## src/rtl/mem_access_stage.sv

```systemverilog
// mem_access_stage: memory-access pipeline stage between EX/MEM and MEM/WB.
// Runs a req/ack handshake with data memory for byte/word loads and stores
// (abandoned after TIMEOUT_CYCLES waiting cycles), resolves branch/jump
// redirects and presents one registered write-back result per instruction.
// Optional feature macro: MEM_ALIGN_CHECK_EN -- when defined, misaligned word
// accesses are rejected in one cycle with a mem_error pulse instead of being
// performed as aligned accesses.
module mem_access_stage #(
    parameter int TIMEOUT_CYCLES = 16
) (
    input  logic        clk,
    input  logic        rst_n,
    input  logic        in_valid,
    input  logic [1:0]  in_Mem_Write_Read,
    input  logic        in_word_byte,
    input  logic [31:0] in_ALUOut,
    input  logic [31:0] in_write_data,
    input  logic        in_RegWrite,
    input  logic [1:0]  in_RegSrc,
    input  logic [4:0]  in_write_reg_dest,
    input  logic        in_ZF,
    input  logic [1:0]  in_branch_inst,
    input  logic [1:0]  in_jump,
    input  logic [31:0] in_branch_address,
    output logic        dmem_req,
    output logic        dmem_we,
    output logic [31:0] dmem_addr,
    output logic [31:0] dmem_wdata,
    output logic [3:0]  dmem_be,
    input  logic        dmem_ack,
    input  logic [31:0] dmem_rdata,
    output logic        stall_mem,
    output logic        pc_redirect,
    output logic [31:0] redirect_addr,
    output logic        wb_valid,
    output logic        wb_RegWrite,
    output logic [4:0]  wb_write_reg_dest,
    output logic [31:0] wb_write_data,
    output logic        mem_error
);

    // Counter only has to reach TIMEOUT_CYCLES-1; the last waiting cycle ends the access.
    localparam int CNT_W = (TIMEOUT_CYCLES > 1) ? $clog2(TIMEOUT_CYCLES) : 1;

    typedef enum logic {
        IDLE,
        REQ
    } state_t;

    state_t           state;
    state_t           state_next;
    logic [CNT_W-1:0] wait_cnt;

    // Fields of the instruction that owns the outstanding memory access
    logic        lat_we;
    logic        lat_word;
    logic        lat_reg_write;
    logic [1:0]  lat_reg_src;
    logic [4:0]  lat_dest;
    logic [31:0] lat_addr;
    logic [31:0] lat_wdata;
    logic        lat_taken;
    logic [31:0] lat_branch_addr;

    logic        in_mem_op;
    logic        in_misaligned;
    logic        in_taken;
    logic        accept_mem;
    logic        accept_direct;
    logic        ack_hit;
    logic        timeout_hit;
    logic [7:0]  load_byte;
    logic [31:0] load_data;

    assign in_mem_op = (in_Mem_Write_Read == 2'b01) || (in_Mem_Write_Read == 2'b10);

`ifdef MEM_ALIGN_CHECK_EN
    assign in_misaligned = in_mem_op && in_word_byte && (in_ALUOut[1:0] != 2'b00);
`else
    assign in_misaligned = 1'b0;
`endif

    assign in_taken = ((in_branch_inst == 2'b01) && in_ZF)
                   || ((in_branch_inst == 2'b10) && !in_ZF)
                   || (in_jump == 2'b01);

    // Accepted instructions either start a memory access or complete directly next edge
    assign accept_mem    = (state == IDLE) && in_valid && in_mem_op && !in_misaligned;
    assign accept_direct = (state == IDLE) && in_valid && (!in_mem_op || in_misaligned);
    assign ack_hit       = (state == REQ) && dmem_ack;
    assign timeout_hit   = (state == REQ) && !dmem_ack
                        && (wait_cnt == CNT_W'(TIMEOUT_CYCLES - 1));

    // Upstream is frozen while an access is starting or still waiting for memory
    assign stall_mem = rst_n && (accept_mem || ((state == REQ) && !dmem_ack && !timeout_hit));

    // State register
    always_ff @(posedge clk) begin
        if (!rst_n) begin
            state <= IDLE;
        end else begin
            state <= state_next;
        end
    end

    // Next state: leave REQ on acknowledge or when the wait budget is exhausted
    always_comb begin
        state_next = state;
        case (state)
            IDLE: if (accept_mem) state_next = REQ;
            REQ:  if (ack_hit || timeout_hit) state_next = IDLE;
            default: state_next = IDLE;
        endcase
    end

    // Memory request outputs, driven only while an access is outstanding
    always_comb begin
        dmem_req   = 1'b0;
        dmem_we    = 1'b0;
        dmem_addr  = '0;
        dmem_wdata = '0;
        dmem_be    = '0;
        if (state == REQ) begin
            dmem_req  = 1'b1;
            dmem_we   = lat_we;
            dmem_addr = {lat_addr[31:2], 2'b00};
            if (lat_word) begin
                dmem_be    = 4'hF;
                dmem_wdata = lat_we ? lat_wdata : '0;
            end else begin
                dmem_be    = 4'b0001 << lat_addr[1:0];
                dmem_wdata = lat_we ? {4{lat_wdata[7:0]}} : '0;
            end
        end
    end

    // Little-endian byte lane selection for byte loads, zero-extended
    always_comb begin
        load_byte = dmem_rdata[7:0];
        case (lat_addr[1:0])
            2'b01:   load_byte = dmem_rdata[15:8];
            2'b10:   load_byte = dmem_rdata[23:16];
            2'b11:   load_byte = dmem_rdata[31:24];
            default: load_byte = dmem_rdata[7:0];
        endcase
        load_data = lat_word ? dmem_rdata : {24'h0, load_byte};
    end

    // Wait counter, instruction latch and registered write-back/redirect results
    always_ff @(posedge clk) begin
        if (!rst_n) begin
            wait_cnt          <= '0;
            lat_we            <= 1'b0;
            lat_word          <= 1'b0;
            lat_reg_write     <= 1'b0;
            lat_reg_src       <= '0;
            lat_dest          <= '0;
            lat_addr          <= '0;
            lat_wdata         <= '0;
            lat_taken         <= 1'b0;
            lat_branch_addr   <= '0;
            wb_valid          <= 1'b0;
            wb_RegWrite       <= 1'b0;
            wb_write_reg_dest <= '0;
            wb_write_data     <= '0;
            pc_redirect       <= 1'b0;
            redirect_addr     <= '0;
            mem_error         <= 1'b0;
        end else begin
            wb_valid      <= 1'b0;
            pc_redirect   <= 1'b0;
            redirect_addr <= '0;
            mem_error     <= 1'b0;

            if (accept_mem) begin
                wait_cnt        <= '0;
                lat_we          <= (in_Mem_Write_Read == 2'b10);
                lat_word        <= in_word_byte;
                lat_reg_write   <= in_RegWrite;
                lat_reg_src     <= in_RegSrc;
                lat_dest        <= in_write_reg_dest;
                lat_addr        <= in_ALUOut;
                lat_wdata       <= in_write_data;
                lat_taken       <= in_taken;
                lat_branch_addr <= in_branch_address;
            end else if ((state == REQ) && !dmem_ack && !timeout_hit) begin
                wait_cnt <= wait_cnt + CNT_W'(1);
            end

            if (accept_direct) begin
                wb_valid          <= 1'b1;
                wb_RegWrite       <= in_RegWrite && !in_misaligned;
                wb_write_reg_dest <= in_write_reg_dest;
                wb_write_data     <= in_ALUOut;
                mem_error         <= in_misaligned;
                pc_redirect       <= in_taken;
                redirect_addr     <= in_taken ? in_branch_address : '0;
            end else if (ack_hit) begin
                wb_valid          <= 1'b1;
                wb_RegWrite       <= lat_reg_write && !lat_we;
                wb_write_reg_dest <= lat_dest;
                wb_write_data     <= (!lat_we && (lat_reg_src == 2'b01)) ? load_data : lat_addr;
                pc_redirect       <= lat_taken;
                redirect_addr     <= lat_taken ? lat_branch_addr : '0;
            end else if (timeout_hit) begin
                wb_valid          <= 1'b1;
                wb_RegWrite       <= 1'b0;
                wb_write_reg_dest <= lat_dest;
                wb_write_data     <= lat_addr;
                mem_error         <= 1'b1;
                pc_redirect       <= lat_taken;
                redirect_addr     <= lat_taken ? lat_branch_addr : '0;
            end
        end
    end

endmodule

```

## config.mk

```make
export PLATFORM = sky130hd
export DESIGN_NAME = mem_access_stage
export DESIGN_NICKNAME = d
export VERILOG_FILES = /design/src/rtl/mem_access_stage.sv
export SDC_FILE = /design/constraint.sdc
export NUM_CORES = 1
export LEC_CHECK = 0
export BUFFER_PORTS_ARGS = -buffer_cell sky130_fd_sc_hd__buf_2
export CAP_MARGIN = 40
export CORE_MARGIN = 4
export CORE_UTILIZATION = 49
export CTS_CLUSTER_DIAMETER = 150
export DETAILED_ROUTE_END_ITERATION = 7
export PLACE_DENSITY = 0.77
export SLEW_MARGIN = 20
export SYNTH_ARGS = -nofsm -noshare
export SYNTH_HDL_FRONTEND = slang
export SYNTH_SLANG_ARGS = --single-unit
```

## constraint.sdc

```tcl
create_clock -name clk -period 1.9 [get_ports clk]
set_clock_uncertainty 0.1 [all_clocks]
set_input_delay 0.095 -clock clk [delete_from_list [all_inputs] [get_ports clk]]
set_output_delay 0.095 -clock clk [all_outputs]
set_load 0.005 [all_outputs]
```

* Word-level counts from Yosys, hierarchy flattened *
Cells that the tools add are included.

word-level totals
  bits in registers = 185
  latch bits = 0
  bits in writable memories = 0
  ROM bits = 0
  input bits = 148
  output and inout bits = 144
  word-level logic and storage cells = 92
  memories kept = 0

operators by class
  $add $sub $neg = 1
  $mul = 0
  div/mod/pow operators = 0
  magnitude comparators = 0
  eq/ne operators = 10
  shift-type cells = 1
  mux-type cells = 35
  bitwise operators = 2
  reductions and logical operators = 25

operator list
  kind                   count
  $mux W32               15
  $pmux W8 S3            1
  $mux W5                3
  $mux W1                13
  $logic_and A1 B1 Y1    12
  $eq A2 B1 Y1 const B   5
  $eq A2 B2 Y1 const B   4
  $mux W4                2
  $logic_not A1 Y1       5
  $logic_or A1 B1 Y1     5
  $add A4 B1 Y4 const B  1
  $eq A4 B4 Y1 const B   1
  $shl A1 B2 Y4 const A  1
  $reduce_bool A3 Y1     1
  $reduce_or A3 Y1       1
  $not A1 Y1             2
  $pmux W1 S2            1
  $reduce_or A2 Y1       1

* Logic depth before layout (Yosys ltp) *
Gate-level depths: netlist (run 1).

  depth in word-level cells = 7
  depth in mapped cells = 8
  gate-level depth less buffers = 6

* Worst setup path before layout (run 1) *
No wires, ideal clock.

  path type = register -> register
  start point = reg wait_cnt[0]
  end point = reg wb_write_data[30]
  setup time = 87 ps
  arrival time = 1,487 ps
  data required time = 1,713 ps
  setup slack = 226 ps
  cell stages (with the launch flop) = 7
  buffers on the path = 1
  period minus slack after synthesis = 1,674 ps
  cell sequence = dfxtp_1 > ha_1 > and3_1 > o21ai_1 > clkbuf_1 > a211oi_1 > o31ai_1

on the way
  cells in the longest elaborated chain, start to end = 3

RTL lines
  element                              line  source
  from (decl)                          52    logic [CNT_W-1:0] wait_cnt;
  from (signal assigned)               187   wait_cnt <= wait_cnt + CNT_W'(1);
  $eq A4 B4 Y1                         92    && (wait_cnt == CNT_W'(TIMEOUT_CYCLES - 1));
  $logic_and A1 B1 Y1                  92
  $reduce_bool A3 Y1 (no source line)  -
  to (signal assigned)                 194   wb_write_data <= in_ALUOut;
  to (signal assigned)                 202   wb_write_data <= (!lat_we && (lat_reg_src == 2'b01)) ? load_data : lat_addr;
  to (signal assigned)                 209   wb_write_data <= lat_addr;
  to (decl)                            38    output logic [31:0] wb_write_data,

No other way between the ends.
A chain may end at the register's enable or synchronous reset.

* Worst setup path after layout (run 1) *
  start point = reg wait_cnt[0]
  end point = out stall_mem

on the way
  cells in the longest elaborated chain, start to end = 6

RTL lines
  element              line  source
  $eq A4 B4 Y1         92
  $logic_and A1 B1 Y1  92
  $logic_not A1 Y1     95    assign stall_mem = rst_n && (accept_mem || ((state == REQ) && !dmem_ack && !timeout_hit));
  $logic_and A1 B1 Y1  95
  $logic_or A1 B1 Y1   95
  $logic_and A1 B1 Y1  95
  to (decl)            32    output logic stall_mem,

No other way between the ends.

==> impl_results.md, run 1 <==
- Status: complete, no violations
- Final setup fails: 0
- Synth Flop Type: dfxtp_1
- Relative slew margins: 0.506
- Share of layout cells above drive strength 1: 0.309
- Global route overflow: 0
- Worst Setup End Kind: output port
- Post-synthesis compound-gate area fraction: 0.287
- ANT nets after route: 0
- Layout Cells excl Fill: 1,439
- Buf/Inv on CP: 1
- Initial DRC Count: 798
- Largest net degree at the start of global routing: 66
- Dpl hpwl: 17.7 mm
- Total routed wirelength: 27.3 mm
- Mapped Area: 7760 µm²
- Max Root-Sink Buffers: 2
- Routed WL per cell: 19.0 µm
- Clk_lat worst skew: 420 ps
- GP Congestion: 0.862
- XOR/XNOR Fraction of Synth Area: 0.00226
- WS Path Type: reg2out
- CTS Buf Count: 17
- Post-synthesis register bit count: 185
- Vias in the first global route: 8,017
- Worst VDD drop: 0.000636 V
- Placeable Area: 15,400 µm²
- Crit-path slowest cell: dfxtp_1
- Distinct cells, synth: 49
- Commonest cells after routing, fill and taps aside: buf_2, dfxtp_1, dlygate4sd3_1
- Dpl cells: 1,296
- Startpoint types: register
- Fillers: 1,099
- Crit-path max cell delay: 380 ps
- Critical Path Fanout Max: 5
- Number of vias per cell: 5.77
- Initial cell density of the core: 0.505
- DR DRC count: 0
- Slew @ Worst Pin: 741 ps
- Multi-input gate area: 3660 µm²
- Syn Inst Count: 843
- Area Overhead vs Synth: 43.9%
- First-pass GRT wire length: 42.4 mm
- Ys async rst share: 0
- Mean post-synth cell area: 9.21 µm²
- GRT Util Overall: 0.293
- Largest family of logic cells by synthesized area: compound AO/OA/AOI/OAI gates
- EDFF count, synth: 0
- R2r startpoint: wait_cnt[0]
- Register area: 3710 µm²
- Synth Area in Simple Gates: 0.163
- Critical path origin: wait_cnt[0]
- Via count: 8,298
- Leak: 4.93 nW
- I/O Buffers: 289
- H-tree levels: 4
- Fin crit share: 0.954
- Initial antenna violation count: 1
- Final cell utilization of the core: 0.727
- Fin nets: 1,364
- Synth warnings: 0
- Setup TNS: 0 ps
- Max cap viols: 0
- Drt pass-1 iters: 5
- Pwr per Cell Area: 833 nW/µm²
- Clk sinks: 185
- Mux cell area share after synthesis: 0.0103
- Clk pin slew, worst setup/hold paths: 70 ps
- Number of setup buffers added after CTS: 0
- Ports: 292
- Hold Path Class: in2reg
- Hold_sp: dmem_rdata[11]
- Arrival time worst endpoint: 1620 ps
- Die X: 134 µm
- Fraction of the yosys area taken by sequential cells: 0.477
- Pins Over Slew Limit: 0
- Worst reg-to-reg setup slack: 100 ps
- Post-Synth Adder-Cell Area: 0.00322
- CP required: 1700 ps
- Minimum clock period: 1810 ps
- CTS root buf: clkbuf_16
- Hold violation count in the final report: 0
- Die Y: 134 µm
- CTS tree: yes
- Rows: 45
- Most common cell after layout, fill and taps aside: buf_2
- RSZ-0062 raised after global routing: no
- Full die area: 17,900 µm²
- Cell family with most CP delay: flip-flops
- Max Fclk: 0.551 GHz
- Worst path cell trace: ha_2 > and3_4 > nor2_4 > a21o_1 > buf_2
## flip-flops by register name (all words and copies together), names as in the netlist, 2 cells and up
| register | flops |
|---|---|
| lat_wdata | 32 |
| wb_write_reg_dest | 5 |
| wait_cnt | 4 |
| lat_reg_src | 2 |
| wb_write_data | 32 |
| lat_addr | 32 |
| lat_branch_addr | 32 |
| lat_dest | 5 |
| redirect_addr | 32 |
## tightest hold or removal path, cell delays in order
cell	delay, ps
buf_2	110
nand2_1	60
nor3_1	40
a21oi_1	110
a21oi_1	70
## worst paths after layout
| path | end | cells past startpoint |
|---|---|---|
| setup / recovery | stall_mem | 5 |
| hold / removal | wb_write_data[11] | 5 |
| setup reg to reg | redirect_addr[4] | 6 |
| hold reg to reg | wb_write_reg_dest[2] | 2 |
## through the flow
stage	setup WS, ps	power [mW]	hold WS, ps	cell area (µm²)
final	86.5	9.31	21.4	11200
after global routing	4.59	9.63	44.1	11200
after CTS	0.478	9.31	4.89	11100
after detailed placement	-31.8	5.47	215	9410
after global placement	42.5	5.45	210	9410
after floorplan	226	4.95	127	7770
## synthesized netlist by cell type (3+ instances only)
master / instances / share of area
mux2i_1: 8 / 0.010
nor3_1: 27 / 0.017
nor2b_1: 7 / 0.0056
o221ai_1: 5 / 0.0056
o21a_1: 3 / 0.0029
a211oi_1: 27 / 0.026
o31ai_1: 23 / 0.022
nand3_1: 23 / 0.015
buf_4: 10 / 0.0097
o21bai_1: 6 / 0.0058
nand2b_1: 4 / 0.0032
a21boi_0: 5 / 0.0048
clkbuf_1: 35 / 0.017
a31oi_1: 6 / 0.0048
buf_6: 4 / 0.0058
nor3b_1: 6 / 0.0058
dfxtp_1: 185 / 0.48
o21ai_0: 9 / 0.0058
o32ai_1: 6 / 0.0068
inv_1: 4 / 0.0019
a22oi_1: 32 / 0.031
a21oi_1: 48 / 0.031
a22o_1: 107 / 0.12
and2_1: 30 / 0.024
nor2_1: 71 / 0.034
and3_1: 11 / 0.0089
buf_2: 33 / 0.021
a2111oi_2: 6 / 0.012
nand2_1: 77 / 0.037
## report_power, final
group          internal [mW]  total (mW)  leakage (nW)  switching (mW)
logic                  0.657        1.35          3.11           0.697
registers               4.11        4.26          1.51           0.148
clock network           2.17        3.70         0.307            1.54
total                   6.93        9.31          4.93            2.38
## area by class of cell
cell class | instances | share of cell area
well taps | 211 | 0.0236
clock inverters | 12 | 0.0143
flip-flops and latches | 185 | 0.332
inverters | 6 | 0.00235
diodes | 1 | 0.000224
multi-input cells | 570 | 0.328
repair buffers | 434 | 0.259
clock buffers | 20 | 0.0409
## routing by layer
metal,vias up,wire [µm],GRT usage
met5,-,0,0
met4,0,1350,0.154
met3,103,2480,0.0649
met2,519,12900,0.481
met1,3828,10600,0.361
li1,3848,-,-
## logic make-up after synthesis
kind of cell	Yosys count
flops	185
buf+inv	89
xor+xnor	2
mux	8
other cells	1
simple gates	266
compound gates	290
fa+ha+maj	2
## what timing repair did
| item | in CTS | in global routing |
|---|---|---|
| setup endpoints to repair | 26 | 26 |
| endpoints found under the hold margin | 177 | 0 |
| hold buffers | 110 | 0 |
| gates resized for setup | 9 | 6 |
Power figures use the tool's default switching activity.
==> run 2, diff against run 1 <==
--- a/config.mk
+++ b/config.mk
@@ -5,13 +5,13 @@
 export SDC_FILE = /design/constraint.sdc
 export NUM_CORES = 1
 export LEC_CHECK = 0
-export BUFFER_PORTS_ARGS = -buffer_cell sky130_fd_sc_hd__buf_2
 export CAP_MARGIN = 40
 export CORE_MARGIN = 4
-export CORE_UTILIZATION = 49
+export CORE_UTILIZATION = 60
 export CTS_CLUSTER_DIAMETER = 150
 export DETAILED_ROUTE_END_ITERATION = 7
-export PLACE_DENSITY = 0.77
+export DONT_BUFFER_PORTS = 1
+export PLACE_DENSITY = 0.73
 export SLEW_MARGIN = 20
 export SYNTH_ARGS = -nofsm -noshare
 export SYNTH_HDL_FRONTEND = slang
==> constraint.sdc (replaced) <==
create_clock -name clk -period 1.9 [get_ports clk]
set_clock_uncertainty 0.1 [all_clocks]
set_input_delay 0.095 -clock clk [delete_from_list [all_inputs] [get_ports clk]]
set_output_delay 0.095 -clock clk [all_outputs]
set_load 0.05 [all_outputs]
==> run 2 against run 1 <==
  * The flow now finishes with violations (negative hold slack, negative setup slack)
  * Die area down 17%
  * Critical path depth unchanged
  * Worst hold slack worse by 23 ps
==> impl_results.md, run 2 (synthesis results as in run 1) <==
- CTS tree: yes (unchanged)
- Number of vias per cell: 6.81 (was 5.77)
- Initial DRC Count: 1,116 (was 798)
- Worst VDD drop: 0.000807 V (was 0.000636 V)
- WS Path Type: reg2out (unchanged)
- Violated checks: negative hold slack, negative setup slack
- Final setup fails: 6 (was 0)
- GRT Util Overall: 0.396 (was 0.293)
- DR DRC count: 0 (unchanged)
- GRT met1 Usage: 0.441 (was 0.361)
- Final worst slack: -61.3 ps (was 86.5 ps)
- Arrival time worst endpoint: 1770 ps (was 1620 ps)
- GP Congestion: 0.876 (was 0.862)
- First-pass GRT wire length: 45.9 mm (was 42.4 mm)
- Share of layout cells above drive strength 1: 0.211 (was 0.309)
- Psw: 2.83 mW (was 2.38 mW)
- Leak: 4.30 nW (was 4.93 nW)
- CTS Buf Count: 17 (unchanged)
- Most common cell after layout, fill and taps aside: dfxtp_1 (was buf_2)
- Startpoint types: register (unchanged)
- Seq pwr share: 0.452 (was 0.457)
- Clk_lat worst skew: 440 ps (was 420 ps)
- CTS root buf: clkbuf_16 (unchanged)
- Max Fclk: 0.510 GHz (was 0.551 GHz)
- Combinational share of power: 0.174 (was 0.145)
- Ports: 292 (unchanged)
- Pwr per Cell Area: 872 nW/µm² (was 833 nW/µm²)
- Worst Setup End Kind: output port (unchanged)
- H-tree levels: 4 (unchanged)
- Placed inst area: 8750 µm² (was 9410 µm²)
- CP required: 1700 ps (about the same)
- Clk sinks: 185 (unchanged)
- Final cell utilization of the core: 0.873 (was 0.727)
- P_int: 6.78 mW (was 6.93 mW)
- Switching share of total power: 0.294 (was 0.256)
- Critical Path Fanout Max: 25 (was 5)
- WHS: -1.84 ps (was 21.4 ps)
- Fin nets: 1,201 (was 1,364)
- Setup TNS: -180 ps (was 0 ps)
- Dpl hpwl: 17.2 mm (was 17.7 mm)
- Placeable Area: 12,600 µm² (was 15,400 µm²)
- I/O Buffers: 0 (was 289)
- Clk pin slew, worst setup/hold paths: 70 ps (about the same)
- Routed WL per cell: 25.4 µm (was 19.0 µm)
- Pins Over Slew Limit: 0 (unchanged)
- Top Usage Layer GRT: met2 (unchanged)
- Relative slew margins: 0.611 (was 0.506)
- Hold Path Class: in2reg (unchanged)
- Die Y: 122 µm (was 134 µm)
- Met3 Usage GRT: 0.126 (was 0.0649)
- Rows: 41 (was 45)
- Total routed wirelength: 31.4 mm (was 27.3 mm)
- Initial antenna violation count: 2 (was 1)
- Drt pass-1 iters: 6 (was 5)
- ANT nets after route: 0 (unchanged)
- Largest net degree at the start of global routing: 49 (was 66)
- Initial cell density of the core: 0.615 (was 0.505)
- Vias in the first global route: 8,298 (was 8,017)
- Die X: 122 µm (was 134 µm)
- Pwr Total: 9.61 mW (was 9.31 mW)
- Minimum clock period: 1960 ps (was 1810 ps)
- Max Root-Sink Buffers: 2 (unchanged)
- Full die area: 14,800 µm² (was 17,900 µm²)
- Status: complete, but fails checks (was complete, no violations)
- Final instance area: 11,000 µm² (was 11,200 µm²)
- Via count: 8,423 (was 8,298)
- Met2 usage: 0.683 (was 0.481)
- Commonest cells after routing, fill and taps aside: dfxtp_1, dlygate4sd3_1, buf_4 (was buf_2, dfxtp_1, dlygate4sd3_1)
- Slew @ Worst Pin: 583 ps (was 741 ps)
- Max cap viols: 0 (unchanged)
- Global route overflow: 0 (unchanged)
- Fin crit share: 1.03 (was 0.954)
- Area Overhead vs Synth: 42.0% (was 43.9%)
- Hold violation count in the final report: 1 (was 0)
- Clock network power share: 0.373 (was 0.398)
## run 2: worst max-delay path: stages (launching register included)
cell and delay (ps):
dfxtp_4 400, buf_12 160, nand2_1 100, buf_6 200, a21oi_1 220, buf_4 250
## run 2: metal layers
layer,up-vias,part of all wire
li1,3511,-
met1,3951,0.33
met2,759,0.49
met3,200,0.12
met4,2,0.060
met5,-,0.00041
## run 2: what timing repair did
| item | 4_1_cts | 5_1_grt |
|---|---|---|
| pin swaps | 2 | 3 |
| cloned | 0 | 3 |
| buffers inserted | 3 | 5 |
| resized for setup | 14 | 44 |
| hold endpoints to repair | 184 | 0 |
| endpoints found under the setup margin | 45 | 62 |
| hold buffers | 129 | 0 |
## run 2: final cells by class
type	instances	area (µm²)
fill	608	1600
clock inverter	9	118
inverter	6	30.0
multi-input combinational	570	3820
timing repair buffer	271	2660
tap	172	215
antenna	2	5.00
clock buffer	21	460
sequential	185	3710
## run 2: per-stage QoR
stage | setup WS [ps] | instances | hold WS, ps
after floorplan | -208 | 844 | 127
after global placement | 66.4 | 1064 | 119
after detailed placement | -96.1 | 1064 | 130
after CTS | 4.74 | 1226 | 5.02
after global routing | -75.4 | 1235 | 22.4
final | -61.3 | 1236 | -1.84
## run 2: path summary, 6_finish.rpt
path / from / endpoint / slack (ps) / cells after the start
setup / recovery: state / dmem_wdata[13] / -60 / 5
hold / removal: dmem_rdata[9] / wb_write_data[9] / -2 / 4
setup reg to reg: wait_cnt[1] / wb_write_data[4] / -30 / 8
hold reg to reg: lat_reg_write / wb_RegWrite / 370 / 2
## run 2: power groups by stage
stage	Clock [mW]	Sequential (mW)	Combinational, mW
floorplan	0	4.59	0.709
global placement	0	4.40	1.22
detailed placement	0	4.41	1.26
CTS	3.53	4.33	1.54
global route	3.75	4.36	1.75
finish	3.59	4.35	1.68
